$ cat config.mk
export PLATFORM = sky130hd
export DESIGN_NAME = gate_row_draw
export DESIGN_NICKNAME = d
export VERILOG_FILES = /design/src/rtl/gate_row_draw.sv
export SDC_FILE = /design/constraint.sdc
export NUM_CORES = 1
export LEC_CHECK = 0
export ABC_AREA = 1
export ABC_CLOCK_PERIOD_IN_PS = 4320
export BUFFER_PORTS_ARGS = -buffer_cell sky130_fd_sc_hd__buf_2
export CAP_MARGIN = 5
export CELL_PAD_IN_SITES_DETAIL_PLACEMENT = 0
export CELL_PAD_IN_SITES_GLOBAL_PLACEMENT = 2
export CORE_AREA = 2 2 67 100
export DETAILED_ROUTE_END_ITERATION = 6
export DIE_AREA = 0 0 69 102
export GPL_TIMING_DRIVEN = 0
export PLACE_DENSITY = 0.93
export SLEW_MARGIN = 30
export SYNTH_ARGS = -nofsm -noshare
export SYNTH_HDL_FRONTEND = slang
export SYNTH_SLANG_ARGS = --single-unit
export TNS_END_PERCENT = 100
$ cat constraint.sdc
create_clock -name CLK -period 4.32 [get_ports CLK]
set_input_delay 0.216 -clock CLK [delete_from_list [all_inputs] [get_ports CLK]]
set_output_delay 0.216 -clock CLK [all_outputs]
set_load 0.02 [all_outputs]
$ cat src/rtl/gate_row_draw.sv
// gate_row_draw
//   Draws a horizontal row of N_GATES rectangular gates and animates one of
//   them at a time. The selected gate "opens" by hiding its top rows one per
//   frame, stays open for HOLD_FRAMES frames, then closes again row by row.
//
// Ports
//   CLK            system clock, rising edge
//   RESET          synchronous, active-high reset
//   oCoord_X/Y     current pixel coordinate (11 bit)
//   startOfFrame   one-cycle pulse per frame, the animation time base
//   enable         permits starting a new open/close cycle
//   random         selects the gate to open (taken mod N_GATES)
//   gate_draw_req  registered: the previous cycle's pixel is a visible gate pixel
//   mVGA_RGB       registered pixel colour, 8'h00 when gate_draw_req=0
//   open_idx       index of the gate being animated
//   gate_passable  registered one-hot of open_idx, only while fully open
module gate_row_draw #(
  parameter int          N_GATES     = 4,
  parameter int          OBJ_W       = 20,
  parameter int          OBJ_H       = 20,
  parameter int          PITCH       = 40,
  parameter int          START_X     = 100,
  parameter int          START_Y     = 200,
  parameter logic [7:0]  GATE_COLOR  = 8'h3E,
  parameter logic [7:0]  EDGE_COLOR  = 8'hFF,
  parameter int          HOLD_FRAMES = 30
) (
  input  logic               CLK,
  input  logic               RESET,
  input  logic [10:0]        oCoord_X,
  input  logic [10:0]        oCoord_Y,
  input  logic               startOfFrame,
  input  logic               enable,
  input  logic [3:0]         random,
  output logic               gate_draw_req,
  output logic [7:0]         mVGA_RGB,
  output logic [3:0]         open_idx,
  output logic [N_GATES-1:0] gate_passable
);

  localparam int LW = (OBJ_H < 1) ? 1 : $clog2(OBJ_H + 1);
  localparam int HW = (HOLD_FRAMES < 1) ? 1 : $clog2(HOLD_FRAMES + 1);

  typedef enum logic [1:0] {IDLE, OPENING, OPEN, CLOSING} state_t;

  state_t          state, state_nx;
  logic [LW-1:0]   level, level_nx;
  logic [HW-1:0]   hold, hold_nx;
  logic [3:0]      idx_nx;
  logic [3:0]      rnd_idx;
  logic [N_GATES-1:0] pass_nx;

  // random mod N_GATES; a full 16-gate row uses the value directly so the
  // 4-bit modulus constant never collapses to zero.
  generate
    if (N_GATES >= 16) begin : g_idx_full
      assign rnd_idx = random;
    end else begin : g_idx_mod
      assign rnd_idx = random % 4'(N_GATES);
    end
  endgenerate

  // ---------------------------------------------------------------------------
  // Animation FSM: all changes happen only on startOfFrame.
  // ---------------------------------------------------------------------------
  always_comb begin
    state_nx = state;
    level_nx = level;
    hold_nx  = hold;
    idx_nx   = open_idx;
    case (state)
      IDLE: begin
        if (startOfFrame && enable) begin
          state_nx = OPENING;
          level_nx = '0;
          hold_nx  = '0;
          idx_nx   = rnd_idx;
        end
      end
      OPENING: begin
        if (startOfFrame) begin
          level_nx = level + LW'(1);
          if (level_nx == LW'(OBJ_H)) begin
            state_nx = OPEN;
            hold_nx  = '0;
          end
        end
      end
      OPEN: begin
        if (startOfFrame) begin
          hold_nx = hold + HW'(1);
          if (hold_nx == HW'(HOLD_FRAMES)) state_nx = CLOSING;
        end
      end
      CLOSING: begin
        if (startOfFrame) begin
          level_nx = level - LW'(1);
          if (level_nx == '0) state_nx = IDLE;
        end
      end
      default: state_nx = IDLE;
    endcase
  end

  // Passable is built from the next state so the registered copy lines up
  // with the state register exactly.
  always_comb begin
    pass_nx = '0;
    if (state_nx == OPEN) begin
      for (int k = 0; k < N_GATES; k++)
        if (idx_nx == 4'(k)) pass_nx[k] = 1'b1;
    end
  end

  // ---------------------------------------------------------------------------
  // Pixel path: 32-bit unsigned compares so no coordinate can wrap.
  // ---------------------------------------------------------------------------
  logic [31:0]        xw, yw, row_w;
  logic               in_y;
  logic [N_GATES-1:0] hit, hit_sel;
  logic               any_hit, sel_hidden, vis;
  logic [7:0]         pix_color;

  assign xw    = {21'd0, oCoord_X};
  assign yw    = {21'd0, oCoord_Y};
  assign in_y  = (yw >= 32'(START_Y)) && (yw < 32'(START_Y + OBJ_H));
  assign row_w = yw - 32'(START_Y);

  generate
    for (genvar k = 0; k < N_GATES; k++) begin : g_gate
      localparam int X0 = START_X + k * PITCH;
      assign hit[k]     = in_y && (xw >= 32'(X0)) && (xw < 32'(X0 + OBJ_W));
      assign hit_sel[k] = hit[k] && (open_idx == 4'(k));
    end
  endgenerate

  assign any_hit    = |hit;
  // Top rows of the animated gate are hidden while any cycle is in flight.
  assign sel_hidden = (|hit_sel) && (state != IDLE) && (row_w < 32'(level));
  assign vis        = any_hit && !sel_hidden;
  assign pix_color  = ((row_w == 32'd0) || (row_w == 32'(OBJ_H - 1))) ? EDGE_COLOR
                                                                       : GATE_COLOR;

  always_ff @(posedge CLK) begin
    if (RESET) begin
      state         <= IDLE;
      level         <= '0;
      hold          <= '0;
      open_idx      <= '0;
      gate_passable <= '0;
      gate_draw_req <= 1'b0;
      mVGA_RGB      <= 8'h00;
    end else begin
      state         <= state_nx;
      level         <= level_nx;
      hold          <= hold_nx;
      open_idx      <= idx_nx;
      gate_passable <= pass_nx;
      gate_draw_req <= vis;
      mVGA_RGB      <= vis ? pix_color : 8'h00;
    end
  end

endmodule

==> results of run 1 <==
worst reg2reg max path, delay by kind of cell, from the launching register on:
kind	cells	cell delay [ns]
AND/OR/NAND/NOR	4	0.56
flip-flops	1	0.44
AO/OA/AOI/OAI	2	0.28
XOR/XNOR	1	0.19
adder cells (fa/ha/maj)	1	0.22
layout make-up:
type	count	share of cell area (%)
Inverter	46	8.268
Sequential cell	23	22.05
Clock inverter	1	0.3595
Multi-Input combinational cell	197	50.39
Buffer	7	2.696
Clock buffer	3	1.977
Tap cell	74	4.434
Timing Repair Buffer	41	9.826
layer usage:
layer,vias to the layer above,routed length (um),global-route usage [%]
met1,783,1707,13.12
met2,43,2068,23.22
met4,0,71,5.430
met5,-,0,0
met3,6,153,1.282
li1,955,-,-
state kept, by name (all words and copies together) (netlist names):
signal,cells
gate_passable,4
mVGA_RGB,2
state,2
level,5
gate_draw_req,1
hold,5
open_idx,4
cell families (layout without fill, tap and decap cells):
kind of cell / count (synthesis) / count (layout) / synth area share (%)
simple gates: 143 / 143 / 37.50
buf+inv: 53 / 98 / 13.15
compound gates: 34 / 34 / 10.27
flops: 23 / 23 / 26.44
fa+ha+maj: 12 / 12 / 8.620
xor+xnor: 8 / 8 / 4.023
per-stage QoR:
step | hold WS, ns | area [um2] | cells | util [%]
4_1_cts | 0.1344 | 2088 | 392 | 34.06
5_1_grt | 0.1497 | 2088 | 392 | 34.06
6_report | 0.1428 | 2088 | 392 | 34.06
3_3_place_gp | 0.4340 | 2039 | 388 | 33.27
2_1_floorplan | 0.3971 | 1742 | 273 | -
3_5_place_dp | 0.4364 | 2039 | 388 | 33.27
Yosys cell counts, types with 2 or more instances:
| library cell | count |
|---|---|
| a21oi_1 | 15 |
| buf_4 | 6 |
| dfxtp_1 | 23 |
| ha_1 | 12 |
| inv_1 | 43 |
| inv_2 | 3 |
| nand2_1 | 59 |
| nand2_2 | 3 |
| nand3_1 | 34 |
| nand4_1 | 4 |
| nor2_1 | 28 |
| nor2_2 | 3 |
| nor2_4 | 2 |
| nor3_1 | 4 |
| o211ai_1 | 2 |
| o21ai_0 | 14 |
| or2_2 | 2 |
| xnor2_1 | 2 |
| xor2_1 | 6 |
final timing paths:
| check | start | end | slack, ns | cells after the start |
|---|---|---|---|---|
| max | level[0]$_SDFFE_PP0P_ | hold[1]$_SDFFE_PP0P_ | 2.53 | 8 |
| min | RESET | open_idx[0]$_SDFF_PP0_ | 0.14 | 2 |
| max reg2reg | level[0]$_SDFFE_PP0P_ | hold[1]$_SDFFE_PP0P_ | 2.53 | 8 |
| min reg2reg | open_idx[2]$_SDFF_PP0_ | open_idx[2]$_SDFF_PP0_ | 0.47 | 2 |
report_power, final:
group	total [W]	switching, W	internal [W]	leakage [nW]
logic	0.000109	0.0000669	0.0000422	0.886
registers	0.000230	0.00000984	0.000220	0.187
clock network	0.000142	0.0000763	0.0000654	0.0217
total	0.000480	0.000153	0.000327	1.10
==> flow_summary_export.csv, run 1 <==
group,metric,value,unit
sta,skew,0.006641,ns
cts,cts.sinks,23,
critical_path,crit_top_cell,"nand3_1",
die,start_util,28.41,%
cts,clk_pin_slew,0.09,ns
critical_path,cp_max_fo,7,
cts,root_buffer,"clkbuf_8",
synth,synthCells,273,
die,ios,47,
detailed_routing,via_per_inst,4.559,
die,die_w,69,um
placement,place_congestion,0.8228,
cts,cts.htree.levels,1,
sta,fmax,557.4,MHz
detailed_routing,drc,0,
cells_and_area,seqCellArea,460.4,um2
critical_path,worst_path_max_delay_cell,"dfxtp_1",
grt,grt_pass1_wl,7.044,mm
grt,grt_max_degree,15,
detailed_routing,wire_per_inst,10.21,um
placement,hpwl,3.325,mm
synth,synth_edf_count,0,
die,std_cell_rows,35,
power_and_ir_drop,ir_drop,0.1945,mV
die,die_h,102,um
sta,worst_slew_pin_slew,0.4147,ns
cts,cts_setup_buffers,0,
cts,cts_hold_buf,0,
power_and_ir_drop,p_leak,1.095,nW
detailed_routing,drt_iter0_drc,24,
placement,portBuffers,41,
sta,setup_viol,0,
cts,clk_latency,0.27,ns
critical_path,start_kind,"flop",
detailed_routing,ant_nets,0,
cells_and_area,drive_above_1_share,21.07,%
cts,cts_buffer_depth,2,
cells_and_area,nets,361,
synth,ys_warn_count,0,
sta,finalMaxSlewViolations,0,
placement,place_ws,2.507,ns
grt,antenna_found_initial,0,
flow_run,maxCapViolCount,0,
critical_path,worstPathRequired,4.48,ns
critical_path,cp.buffers_inverters,0,
grt,grt_overflow,0,
synth,synth_top_area_share,26.44,%
critical_path,critPathTopFamily,"simple AND/OR/NAND/NOR gates",
synth,synth.lib_cells_used.distinct,27,
detailed_routing,route.vias.total,1787,
cts,cts_made_buffers,3,
synth,ys_ff_latch,23,
synth,yosysTopAreaCell,"dfxtp_1",
worst_hold_path,hp-class,"in -> reg",
sta,slew_headroom,72.06,%
cells_and_area,area_growth,19.90,%
sta,final.period_utilization,41.53,%
status,status,"finished clean",
critical_path,path_cells,"ha_1, nand3_1, xor2_1, nand3_1, nand2_1, nand3_1, o21ai_0, a21oi_1",
synth,ys_async_sr_fraction,0,%
power_and_ir_drop,powerDensity,230.0,nW/um2
sta,fin_ws,2.526,ns
cells_and_area,fillCellCount,700,
grt,grt_util_all_layers,12.02,%
sta,tns,0,ns
power_and_ir_drop,power,0.0004803,W
die,die_area,7038,um2
sta,hold_violations,0,
detailed_routing,dr.pass1.iters,4,
critical_path,arrival,1.95,ns
cts,cts_resized,0,
synth,synth_flop_cell,"dfxtp_1",
synth,yosys-top-cells-area,"dfxtp_1 (26%), nand2_1 (13%), nand3_1 (9.8%), inv_1 (9.3%), ha_1 (8.6%)",
cells_and_area,multi_input_area,1052,um2
cts,cts_tree,"done",
grt,grt_pass1_vias,1711,
sta,timing.final.crit_period,1.794,ns
die,core_area,6131,um2
detailed_routing,routed_wirelength,4.001,mm
cells_and_area,diodes,0,
synth,synth.avg_cell_area,6.380,um2
critical_path,worstSetupPathType,"reg -> reg",
cells_and_area,layout_common_cells,"nand2_1 (59), inv_1 (43), buf_2 (41)",
synth,synth.cell_area,1742,um2
critical_path,cp_slowest_stage_delay,0.44,ns
synth,syn_nets,315,
critical_path,cp-end-kind,"flop",
synth,synth_seq_area_share,26.44,%
sta,rsz0062_at_grt,"no",
cells_and_area,layout_commonest_cell,"nand2_1",
Power figures use the tool's default switching activity.
==> run 2: changes to the inputs <==
--- a/config.mk
+++ b/config.mk
@@ -6,16 +6,16 @@
 export NUM_CORES = 1
 export LEC_CHECK = 0
 export ABC_AREA = 1
-export ABC_CLOCK_PERIOD_IN_PS = 4320
+export ABC_CLOCK_PERIOD_IN_PS = 1600
 export BUFFER_PORTS_ARGS = -buffer_cell sky130_fd_sc_hd__buf_2
 export CAP_MARGIN = 5
 export CELL_PAD_IN_SITES_DETAIL_PLACEMENT = 0
 export CELL_PAD_IN_SITES_GLOBAL_PLACEMENT = 2
-export CORE_AREA = 2 2 67 100
+export CORE_AREA = 2 2 73 110
 export DETAILED_ROUTE_END_ITERATION = 6
-export DIE_AREA = 0 0 69 102
+export DIE_AREA = 0 0 75 112
 export GPL_TIMING_DRIVEN = 0
-export PLACE_DENSITY = 0.93
+export PLACE_DENSITY = 0.84
 export SLEW_MARGIN = 30
 export SYNTH_ARGS = -nofsm -noshare
 export SYNTH_HDL_FRONTEND = slang
==> constraint.sdc (replaced) <==
create_clock -name CLK -period 1.6 [get_ports CLK]
set_input_delay 0.08 -clock CLK [delete_from_list [all_inputs] [get_ports CLK]]
set_output_delay 0.08 -clock CLK [all_outputs]
set_load 0.02 [all_outputs]
==> run 2 against run 1 <==
  * Clock-buffer cell count stayed put
  * Routed wire length is 11% higher
  * Utilization is 2.0 points lower
  * Global-route usage is 1.0 points lower
  * Clock skew is 0.00069 ns lower
  * Combinational power grew to 3.3 times the previous value
  * Non-clock buffer count is 6 higher
  * Via count is 2.3% higher
  * First-iteration DRC count is 4.2% lower
  * Sequential share of layout area is 2.0 points lower
  * Sequential power grew to 2.7 times the previous value
  * Critical path type unchanged
==> flow_summary_export.csv, run 2 (synthesized netlist as in run 1, its figures left out) <==
group,metric,value,unit
detailed_routing,drt_iter0_drc,23,
cells_and_area,layout_commonest_cell,"nand2_1",
sta,timing.final.crit_period,1.557,ns
grt,antenna_found_initial,0,
sta,skew,0.005953,ns
critical_path,path_cells,"ha_4, nand3_4, xor2_4, nand3_4, o21ai_1, nor2_1, nor2_2, nand2_2, nor2_1",
power_and_ir_drop,p_leak,1.167,nW
die,die_area,8400,um2
worst_hold_path,hp-class,"in -> reg",
critical_path,regToRegSetupSlack,0.04,ns
critical_path,arrival,1.76,ns
sta,worst_slew_pin_slew,0.3926,ns
cts,clk_latency,0.26,ns
critical_path,cp-end-kind,"flop",
sta,final.period_utilization,97.32,%
die,die_h,112,um
cells_and_area,reg.largest.list,"hold x5, level x5",
power_and_ir_drop,powerDensity,649.7,nW/um2
sta,tns,0,ns
die,ios,47,
placement,hpwl,3.500,mm
sta,timing.hold.ws,0.02207,ns
die,die_w,75,um
die,start_util,23.33,%
grt,grt_overflow,0,
sta,fin_ws,0.04287,ns
sta,finalMaxSlewViolations,0,
detailed_routing,ant_nets,0,
sta,slew_headroom,73.73,%
placement,place_congestion,0.7633,
detailed_routing,drc,0,
critical_path,worstSetupPathType,"reg -> reg",
sta,hold_violations,0,
sta,fmax,642.2,MHz
grt,grt_util_all_layers,11.00,%
placement,dp.cells,416,
detailed_routing,wire_per_inst,10.39,um
cells_and_area,fillCellCount,844,
cells_and_area,diodes,0,
cts,cts.htree.levels,1,
cts,cts_tree,"done",
cells_and_area,layout_common_cells,"nand2_1 (55), buf_2 (41), inv_1 (40)",
flow_run,maxCapViolCount,0,
cells_and_area,final-instance-count-excl-fill,426,
cells_and_area,area_growth,37.50,%
cells_and_area,drive_above_1_share,32.41,%
grt,grt_max_degree,15,
sta,rsz0062_at_grt,"yes",
power_and_ir_drop,ir_drop,0.3975,mV
critical_path,worst_path_max_delay_cell,"dfxtp_4",
cts,cts.sinks,23,
cts,root_buffer,"clkbuf_16",
placement,portBuffers,41,
sta,setup_viol,0,
placement,place_ws,-0.2421,ns
detailed_routing,dr.pass1.iters,4,
die,std_cell_rows,39,
grt,grt_pass1_vias,1758,
critical_path,start_kind,"flop",
cts,cts_made_buffers,3,
die,core_area,7466,um2
critical_path,cp_slowest_stage_delay,0.38,ns
status,status,"finished clean",
detailed_routing,route.vias.total,1828,
grt,grt_pass1_wl,7.521,mm
cells_and_area,nets,367,
detailed_routing,via_per_inst,4.291,
detailed_routing,routed_wirelength,4.425,mm
critical_path,worstPathRequired,1.81,ns
cts,cts_buffer_depth,2,
cells_and_area,final_core_utilization,32.08,%
critical_path,cp_max_fo,4,
cts,clk_pin_slew,0.07,ns
==> run 2: cell count changes in the layout (fill, tap and decap cells not counted), sizes merged <==
cell  change
buf       +6
==> run 2: metrics by stage <==
step	power, W	cell area [um2]
CTS	0.001546	2280
floorplan	0.0008321	1742
detailed placement	0.0009327	2074
global placement	0.0009316	2074
finish	0.001556	2395
global route	0.001654	2395
==> run 2: cell type report <==
class	count	area (um2)	share of cell area, %
multi-input combinational	197	1221	50.99
sequential	23	480.5	20.06
timing repair buffer	47	254.0	10.61
inverter	46	172.7	7.210
tap	102	127.6	5.329
clock buffer	3	75.07	3.135
buffer	7	56.30	2.351
clock inverter	1	7.507	0.3135
==> run 2: worst paths after layout <==
path / start / to / cells after the start
max: level[0]$_SDFFE_PP0P_ / gate_passable[2]$_SDFF_PP0_ / 9
min: RESET / open_idx[1]$_SDFF_PP0_ / 2
max reg2reg: level[0]$_SDFFE_PP0P_ / gate_passable[2]$_SDFF_PP0_ / 9
min reg2reg: open_idx[3]$_SDFF_PP0_ / open_idx[3]$_SDFF_PP0_ / 2
==> run 2: layer usage <==
| layer | track usage [%] | vias up | part of all wire [%] |
|---|---|---|---|
| met5 | 0 | - | 0 |
| met4 | 3.929 | 0 | 1.5 |
| met3 | 1.267 | 5 | 3.7 |
| met2 | 20.06 | 34 | 53 |
| met1 | 12.60 | 824 | 41 |
| li1 | - | 965 | - |
==> run 2: where the power goes <==
part | switching [W] | total, W | leakage [nW] | internal, W
combinational | 0.000210 | 0.000355 | 0.939 | 0.000145
clock | 0.000234 | 0.000574 | 0.0371 | 0.000340
sequential | 0.0000326 | 0.000627 | 0.191 | 0.000595
total | 0.000476 | 0.00156 | 1.17 | 0.00108
==> run 2: repair_timing <==
item	in CTS	in global routing
hold buffers	0	0
endpoints found under the setup margin	12	12
buffers inserted	4	2
gates cloned	0	0
resized for setup	25	29
pin swaps	9	11
==> run 2: worst max-delay path, delay by kind of cell, from the launching register on <==
family / cells / cell delay [ns]
adder cells (fa/ha/maj): 1 / 0.17
AO/OA/AOI/OAI: 1 / 0.14
XOR/XNOR: 1 / 0.21
AND/OR/NAND/NOR: 6 / 0.61
flip-flops: 1 / 0.38
==> run 3: changes to the inputs <==
==> constraint.sdc (replaced) <==
create_clock -name CLK -period 1.6 [get_ports CLK]
set_input_delay 0.32 -clock CLK [delete_from_list [all_inputs] [get_ports CLK]]
set_output_delay 0.32 -clock CLK [all_outputs]
set_load 0.02 [all_outputs]
==> run 3 against run 2 <==
  * Setup slack got worse by 0.013 ns
  * Sequential share of layout area rose by 0.17 points
  * Via count fell by 2.4%
  * Register-to-register slack barely moved
  * First-iteration DRC count fell by 8.7%
  * Clock-buffer cell count did not move
  * Cell area fell by 1.1%
  * Sequential power barely moved
  * Clock skew fell by 0.0027 ns
  * Die area did not move
  * Clock power fell by 2%
  * Non-clock buffer count fell by 4
  * Critical path type unchanged
  * Largest power group unchanged
==> flow_summary_export.csv, run 3 (synthesized netlist as in run 1, its figures left out) <==
group,metric,value,unit
worst_hold_path,hp-class,"in -> reg",
sta,worst_slew_pin_slew,0.3277,ns
grt,grt_overflow,0,
cts,cts.htree.levels,1,
critical_path,cp_slowest_stage_delay,0.40,ns
sta,hold_violations,0,
cells_and_area,nets,363,
detailed_routing,routed_wirelength,4.432,mm
critical_path,arrival,1.77,ns
critical_path,worst_path_max_delay_cell,"dfxtp_4",
grt,grt_pass1_vias,1714,
power_and_ir_drop,power.switching,0.0004671,W
power_and_ir_drop,ir_drop,0.4594,mV
cts,cts_buffer_depth,2,
critical_path,cp_max_fo,4,
critical_path,start_kind,"flop",
grt,grt_pass1_wl,7.141,mm
cells_and_area,seqCellArea,479.2,um2
power_and_ir_drop,power_frac_comb,22.6,%
sta,rsz0062_at_grt,"yes",
grt,antenna_found_initial,0,
flow_run,maxCapViolCount,0,
sta,fin_ws,0.03026,ns
cts,cts.sinks,23,
power_and_ir_drop,p_clk_share,36.6,%
critical_path,worstSetupPathType,"reg -> reg",
detailed_routing,route.vias.total,1785,
die,ios,47,
placement,place_congestion,0.7671,
cells_and_area,area_growth,35.99,%
detailed_routing,dr.pass1.iters,4,
status,status,"finished clean",
power_and_ir_drop,p_seq_share,40.8,%
cts,cts_hold_buf,0,
cts,root_buffer,"clkbuf_16",
die,die_area,8400,um2
cells_and_area,diodes,0,
cells_and_area,layout_commonest_cell,"nand2_1",
power_and_ir_drop,swShare,30.28,%
detailed_routing,drc,0,
power_and_ir_drop,p_leak,1.148,nW
cells_and_area,final-instance-count-excl-fill,422,
sta,final.period_utilization,98.11,%
cts,cts_tree,"done",
critical_path,cp-end-kind,"flop",
cells_and_area,reg.largest.list,"hold x5, level x5",
cells_and_area,multi_input_area,1221,um2
grt,grt_util_all_layers,10.56,%
critical_path,cp.buffers_inverters,0,
power_and_ir_drop,internal-power,0.001076,W
die,die_h,112,um
sta,setup_viol,0,
detailed_routing,wire_per_inst,10.50,um
die,die_w,75,um
cts,clk_pin_slew,0.06,ns
cells_and_area,layout_common_cells,"nand2_1 (54), buf_2 (41), inv_1 (38)",
placement,portBuffers,41,
sta,timing.final.crit_period,1.570,ns
critical_path,regToRegSetupSlack,0.03,ns
power_and_ir_drop,powerDensity,651.3,nW/um2
cells_and_area,fillCellCount,833,
die,std_cell_rows,39,
cts,clk_latency,0.26,ns
detailed_routing,via_per_inst,4.230,
placement,dp.cells,416,
die,core_area,7466,um2
critical_path,critPathTopFamily,"simple AND/OR/NAND/NOR gates",
detailed_routing,ant_nets,0,
sta,finalMaxSlewViolations,0,
placement,hpwl,3.515,mm
sta,fmax,637.0,MHz
grt,grt_max_degree,15,
critical_path,worstPathRequired,1.80,ns
placement,place_ws,-0.3183,ns
sta,slew_headroom,77.95,%
critical_path,path_cells,"ha_4, nand3_4, xor2_4, nand3_4, o21ai_2, nor2_1, nor2_2, nand2_2, nor2_1",
cells_and_area,drive_above_1_share,31.87,%
die,start_util,23.33,%
detailed_routing,drt_iter0_drc,21,
sta,skew,0.003288,ns
cts,cts_made_buffers,3,
[run 3: path summary, 6_finish.rpt]
kind                                                    end  depth (start not counted)                    from
worst max-delay path            gate_passable[0]$_SDFF_PP0_                          9   level[0]$_SDFFE_PP0P_
worst min-delay path                   hold[2]$_SDFFE_PP0P_                          2                   RESET
worst max register to register  gate_passable[0]$_SDFF_PP0_                          9   level[0]$_SDFFE_PP0P_
worst min register to register       open_idx[2]$_SDFF_PP0_                          2  open_idx[2]$_SDFF_PP0_
[run 3: cell type report]
type / count / share of cell area (%)
well taps: 102 / 5.388
inverters: 46 / 7.501
plain buffers: 7 / 2.377
clock inverters: 1 / 0.3170
multi-input cells: 197 / 51.56
flip-flops and latches: 23 / 20.23
clock buffers: 3 / 3.170
repair buffers: 43 / 9.456
[run 3: metrics by stage]
stage / instance area, um2 / hold WS [ns] / utilization, % / setup TNS [ns] / total power [W]
after global placement: 2074 / 0.4497 / 27.79 / -2.816 / 0.0009310
after CTS: 2223 / 0.2691 / 29.78 / -0.2347 / 0.001530
after detailed placement: 2074 / 0.4611 / 27.79 / -3.029 / 0.0009342
after global routing: 2369 / 0.2770 / 31.72 / -0.3256 / 0.001631
after floorplan: 1742 / 0.4555 / - / 0 / 0.0008321
final: 2369 / 0.2621 / 31.72 / 0 / 0.001543
[run 3: metal layers]
| layer | wire (um) | track usage (%) | up-vias |
|---|---|---|---|
| li1 | - | - | 955 |
| met1 | 1826 | 11.57 | 798 |
| met2 | 2383 | 19.65 | 27 |
| met3 | 150 | 1.357 | 5 |
| met4 | 71 | 3.929 | 0 |
| met5 | 0 | 0 | - |
[run 3: power groups by stage]
| stage | Clock (W) | Sequential, W | Combinational [W] |
|---|---|---|---|
| 2_1_floorplan | 0 | 0.000632 | 0.000200 |
| 3_3_place_gp | 0 | 0.000634 | 0.000297 |
| 3_5_place_dp | 0 | 0.000634 | 0.000300 |
| 4_1_cts | 0.000590 | 0.000623 | 0.000317 |
| 5_1_grt | 0.000599 | 0.000633 | 0.000400 |
| 6_report | 0.000565 | 0.000629 | 0.000348 |
[run 3: worst register-to-register path, stage by stage (launching register included)]
cell	delay [ns]
dfxtp_4	0.40
ha_4	0.17
nand3_4	0.10
xor2_4	0.20
nand3_4	0.12
o21ai_2	0.14
nor2_1	0.06
nor2_2	0.11
nand2_2	0.09
nor2_1	0.11
[run 3: repair_timing]
item | 4_1_cts | 5_1_grt
buffers inserted | 1 | 1
resized for setup | 16 | 40
pin swaps | 11 | 16
endpoints found under the setup margin | 14 | 13
